===== src/rtl/lock_arbiter_pkg.sv =====
// lock_arbiter_pkg: shared state type and round-robin pick helper for the lock arbiter
package lock_arbiter_pkg;

    localparam int MAXN = 16;

    typedef enum logic {IDLE, HOLD} lock_state_t;

    typedef struct packed {
        logic       valid;
        logic [3:0] idx;
    } rr_pick_t;

    // First set bit of el scanning ptr, ptr+1, ... modulo n
    function automatic rr_pick_t rr_pick(input logic [MAXN-1:0] el, input logic [3:0] ptr, input int n);
        rr_pick_t   p;
        logic [3:0] j;
        p = '0;
        for (int k = MAXN - 1; k >= 0; k--) begin
            j = 4'((int'(ptr) + k) % n);
            if (k < n && el[j]) begin
                p.valid = 1'b1;
                p.idx   = j;
            end
        end
        return p;
    endfunction

endpackage


===== src/rtl/lock_sync.sv =====
// lock_sync: one-bit reset-able synchroniser, a plain wire when SYNC_STAGES is 0
module lock_sync #(
    parameter int SYNC_STAGES = 2
) (
    input  logic clk,
    input  logic rst,
    input  logic d,
    output logic q
);

    if (SYNC_STAGES == 0) begin : g_wire
        logic unused_clk_rst;
        assign unused_clk_rst = clk ^ rst;
        assign q = d;
    end else begin : g_flops
        logic [SYNC_STAGES-1:0] sync_q, sync_d;
        // shift the raw input in at the bottom of the chain
        always_comb sync_d = SYNC_STAGES'({sync_q, d});
        // chain register, cleared on reset
        always_ff @(posedge clk) begin
            if (rst) sync_q <= '0;
            else     sync_q <= sync_d;
        end
        assign q = sync_q[SYNC_STAGES-1];
    end

endmodule


===== src/rtl/lock_arbiter.sv =====
// lock_arbiter: N-way req/gnt mutex with synchronised inputs, round-robin fairness and lease timeout
module lock_arbiter
    import lock_arbiter_pkg::*;
#(
    parameter  int N           = 4,
    parameter  int SYNC_STAGES = 2,
    parameter  int TIMEOUT     = 0,
    localparam int OW          = $clog2(N)
) (
    input  logic          clk,
    input  logic          rst,
    input  logic [N-1:0]  req,
    output logic [N-1:0]  gnt,
    output logic          busy,
    output logic [OW-1:0] owner,
    output logic          timeout,
    output logic [OW-1:0] timeout_id
);

    localparam int CW   = (TIMEOUT > 0) ? $clog2(TIMEOUT + 1) : 1;
    localparam int TLIM = (TIMEOUT > 0) ? TIMEOUT - 1 : 0;

    lock_state_t   state_q, state_d;
    logic [N-1:0]  gnt_q, gnt_d;
    logic [OW-1:0] owner_q, owner_d;
    logic [OW-1:0] ptr_q, ptr_d;
    logic [N-1:0]  stale_q, stale_d;
    logic [CW-1:0] cnt_q, cnt_d;
    logic          timeout_q, timeout_d;
    logic [OW-1:0] timeout_id_q, timeout_id_d;
    logic [N-1:0]  rs, el, stale_set;
    logic [OW-1:0] nxt;
    rr_pick_t      pk;

    for (genvar i = 0; i < N; i++) begin : g_sync
        lock_sync #(.SYNC_STAGES(SYNC_STAGES)) u_sync (
            .clk (clk),
            .rst (rst),
            .d   (req[i]),
            .q   (rs[i])
        );
    end

    assign el = rs & ~stale_q;

    // grant on a round-robin pick; end the hold on release or lease expiry, release winning a tie
    always_comb begin
        state_d      = state_q;
        gnt_d        = gnt_q;
        owner_d      = owner_q;
        ptr_d        = ptr_q;
        cnt_d        = cnt_q;
        stale_set    = '0;
        timeout_d    = 1'b0;
        timeout_id_d = timeout_id_q;
        pk           = rr_pick(MAXN'(el), 4'(ptr_q), N);
        nxt          = (owner_q == OW'(N - 1)) ? '0 : owner_q + 1'b1;
        if (state_q == IDLE) begin
            if (pk.valid) begin
                state_d = HOLD;
                gnt_d   = N'(1) << pk.idx;
                owner_d = OW'(pk.idx);
                cnt_d   = '0;
            end
        end else if (!rs[owner_q]) begin
            state_d = IDLE;
            gnt_d   = '0;
            owner_d = '0;
            ptr_d   = nxt;
        end else if (TIMEOUT != 0 && cnt_q == CW'(TLIM)) begin
            state_d            = IDLE;
            gnt_d              = '0;
            owner_d            = '0;
            ptr_d              = nxt;
            stale_set[owner_q] = 1'b1;
            timeout_d          = 1'b1;
            timeout_id_d       = owner_q;
        end else if (TIMEOUT != 0 && cnt_q != '1) begin
            cnt_d = cnt_q + 1'b1;
        end
        stale_d = (stale_q | stale_set) & rs;
    end

    // state registers with synchronous reset
    always_ff @(posedge clk) begin
        if (rst) begin
            state_q      <= IDLE;
            gnt_q        <= '0;
            owner_q      <= '0;
            ptr_q        <= '0;
            stale_q      <= '0;
            cnt_q        <= '0;
            timeout_q    <= 1'b0;
            timeout_id_q <= '0;
        end else begin
            state_q      <= state_d;
            gnt_q        <= gnt_d;
            owner_q      <= owner_d;
            ptr_q        <= ptr_d;
            stale_q      <= stale_d;
            cnt_q        <= cnt_d;
            timeout_q    <= timeout_d;
            timeout_id_q <= timeout_id_d;
        end
    end

    assign gnt        = gnt_q;
    assign busy       = (state_q == HOLD);
    assign owner      = owner_q;
    assign timeout    = timeout_q;
    assign timeout_id = timeout_id_q;

endmodule


===== config.mk =====
export PLATFORM = sky130hd
export DESIGN_NAME = lock_arbiter
export DESIGN_NICKNAME = d
export VERILOG_FILES = /design/src/rtl/lock_arbiter_pkg.sv /design/src/rtl/lock_sync.sv /design/src/rtl/lock_arbiter.sv
export SDC_FILE = /design/constraint.sdc
export NUM_CORES = 1
export LEC_CHECK = 0
export CORE_AREA = 4 4 56 53
export CTS_CLUSTER_DIAMETER = 40
export DETAILED_ROUTE_END_ITERATION = 7
export DIE_AREA = 0 0 60 57
export MAX_ROUTING_LAYER = met4
export RECOVER_POWER = 50
export SLEW_MARGIN = 25
export SYNTH_ARGS = -nofsm -noshare
export SYNTH_HDL_FRONTEND = slang
export SYNTH_SLANG_ARGS = --single-unit

===== constraint.sdc =====
create_clock -name clk -period 3.2 [get_ports clk]
set_clock_uncertainty 0.15 [all_clocks]
set_input_delay 0.8 -clock clk [delete_from_list [all_inputs] [get_ports clk]]
set_output_delay 0.8 -clock clk [all_outputs]
set_load 0.01 [all_outputs]

==> impl_results.md <==
- Outcome: completed
- Final nets: around 110
- Area growth, synth to finish: 16.4%
- Die Ht: between 50 and 60 microns
- Initial antenna violation count: 0
- Yosys top cell by area: dfxtp_1
- Via count: 685
- # hold bufs at CTS: 0
- Commonest cells in the netlist: dfxtp_1 (21), nor2b_1 (10), nand2_1 (8)
- Required @ worst endpoint: ~2.3 ns
- Total iterations of the first detailed-routing run: 4
- Total track usage: between 10% and 20%
- CP delay by family, top: buffers and inverters
- Synth warnings: 0
- Initial drt markers: 21
- Synth Register Bits: 21
- Post-Route WL: roughly 1700 microns
- CP max stage cell: clkdlybuf4s50_1
- RSZ-0062 raised after global routing: false
- Final core utilization: roughly 44%
- Clock Latency Late Sink: just over 0.3 ns
- Wire per inst: 12.7 microns
- DP Wirelength: 1280 microns
- Setup TNS: 0 ns
- DR DRC count: 0
- Period minus WS final: 2.33 ns
- Element type at the critical path end: output port
- Setup bufs post-CTS: 0
- Deepest clock path buffer count: 2
- FFs w/ async S/R, synth: 0%
- Startpoint Class: flop
- Fmax: between 0.4 and 0.5 GHz
- Period utilization: between 70% and 80%
- Root buffer cell: clkbuf_4
- Crit-path cells: clkdlybuf4s50_1
- Clk sink count: 21
- CTS tree: built
- Mapped cell area: around 900 sq um
- Post-placement cell area: 1020 sq um
- Fill cells: around 230
- Core ar.: around 2400 sq um
- Most used flip-flop cell after synthesis: dfxtp_1
- Final total power: around 0.48 mW
- Clk slew on worst S/H paths: approximately 0.12 ns
- Post-DRT Antenna Nets: 0
- Area fraction of the dominant cell type after synthesis: ~47%
- PD cells: ~460 nW/um^2
- Max cap viols: 0
- Area taken by multi-input logic gates: 428 sq um
- Final Hold Viols: 0
- Final setup vio count: 0
- WP data arrival: 1.38 ns
- Worst hold-check path type: reg2reg
- Fraction of layout cells with a size suffix above 1: under 10%
- Worst Path Buf+Inv: 1
- Number of global-route vias before repair: between 600 and 700
- Largest net degree at the start of global routing: 14
- CP max FO: 6
- Worst slew pin tran: between 0.5 and 0.6 ns
- Fraction of the yosys area taken by sequential cells: approximately 47%
- Depth of the CTS H-tree: 1
- Die area: about 3400 sq um
- Number of synthesized flops with an enable pin: 0
- Vias per Instance: 5.15
- Initial Util: between 30% and 40%
- Max-slew violation count: 0
- PortBufs: 12
- Post_cts resized: 0
- Cell with the most instances after synthesis: dfxtp_1
- Max incr delay on CP: a little under 0.6 ns
- Finished Cell Area: between 1000 and 1500 sq um
- First-pass GRT wire length: roughly 3000 microns
- Largest cells by area after synthesis: dfxtp_1 (47%), nor2b_1 (6.9%), nand4b_1 (3.9%), nand2b_1 (3.5%), nand2_1 (3.3%)
- Grt total ovfl: 0
- WS Path Type: reg2out
- Seq. cell area: 420 sq um
- Synth cell types: 32
- Post-synthesis cell count: 92
- Peak supply drop: about 0.21 mV
- Placer Congestion: 0.894
- Ant. Diodes: 0
- Ports: 16
- Slew margin rel.: 60.6%
- Die Wd: approximately 60 microns
- Syn avg cell area: 9.79 sq um
- TritonCTS buffer count: 3
- Pleak: just under 0.4 nW
- FP Rows: 17
[layer usage]
layer	track usage (%)	share of wire [%]	wire length, microns	vias to the layer above
met4	5.70	2.4	40	0
met5	-	0	0	-
li1	-	-	-	345
met2	16.0	40	679	22
met1	15.2	51	860	312
met3	4.75	6.2	104	6
[cell families (layout without fill, tap and decap cells)]
logic type                 after synthesis  in the layout  share of synthesized area (%)
other                                    1              3                          0.416
DFF                                     21             21                           46.7
and+or+nand+nor                         39             39                           25.3
muxes                                    2              2                           3.61
AOI/OAI and AO/OA                       19             19                           16.0
adders and majority gates                1              1                           1.39
buffers and inverters                    9             20                           6.67
[where the power goes]
part	internal, mW	switching, mW	leakage, nW
combinational	0.0336	0.0333	0.201
clock	0.0477	0.0857	0.0139
sequential	0.273	0.0103	0.172
total	0.354	0.129	0.387
[final timing paths]
kind                                            from                            endpoint  slack [ns]  depth (start not counted)
setup / recovery                                busy                                busy        0.87                          1
hold / removal    g_sync[1].u_sync.g_flops.sync_q[0]  g_sync[1].u_sync.g_flops.sync_q[1]        0.30                          1
setup reg to reg                            owner[0]                            ptr_q[0]        1.36                          4
hold reg to reg   g_sync[1].u_sync.g_flops.sync_q[0]  g_sync[1].u_sync.g_flops.sync_q[1]        0.30                          1
[final cells by class]
| type | instances | area share (%) |
|---|---|---|
| clock inverter | 1 | 0.716 |
| tap | 28 | 3.34 |
| timing repair buffer | 13 | 11.8 |
| multi-input combinational | 64 | 40.8 |
| sequential | 21 | 40.1 |
| clock buffer | 3 | 2.15 |
| inverter | 3 | 1.07 |
[flip-flops by register name (all words and copies together) (netlist names)]
name / count
owner: 2
busy: 1
ptr_q: 2
g_sync.u_sync.g_flops.sync_q: 8
stale_q: 4
gnt: 4
[stage by stage]
| stage | cells | worst slack, ns | hold slack [ns] |
|---|---|---|---|
| 2_1_floorplan | 94 | 1.31 | 0.264 |
| 3_3_place_gp | 129 | 1.15 | 0.276 |
| 3_5_place_dp | 129 | 1.12 | 0.273 |
| 4_1_cts | 133 | 0.853 | 0.302 |
| 5_1_grt | 133 | 0.801 | 0.315 |
| 6_report | 133 | 0.868 | 0.299 |
[layout by cell type, fill, tap and decap left out, drive strengths merged, types with 4 or more instances in the layout]
| master | n |
|---|---|
| clkbuf | 4 |
| dfxtp | 21 |
| a21oi | 4 |
| nor2b | 10 |
| nor2 | 6 |
| nand4b | 4 |
| nand2 | 8 |
| o31ai | 4 |
| nand2b | 6 |
| clkdlybuf4s50 | 11 |
No activity file was read; power rests on OpenSTA's default activity.
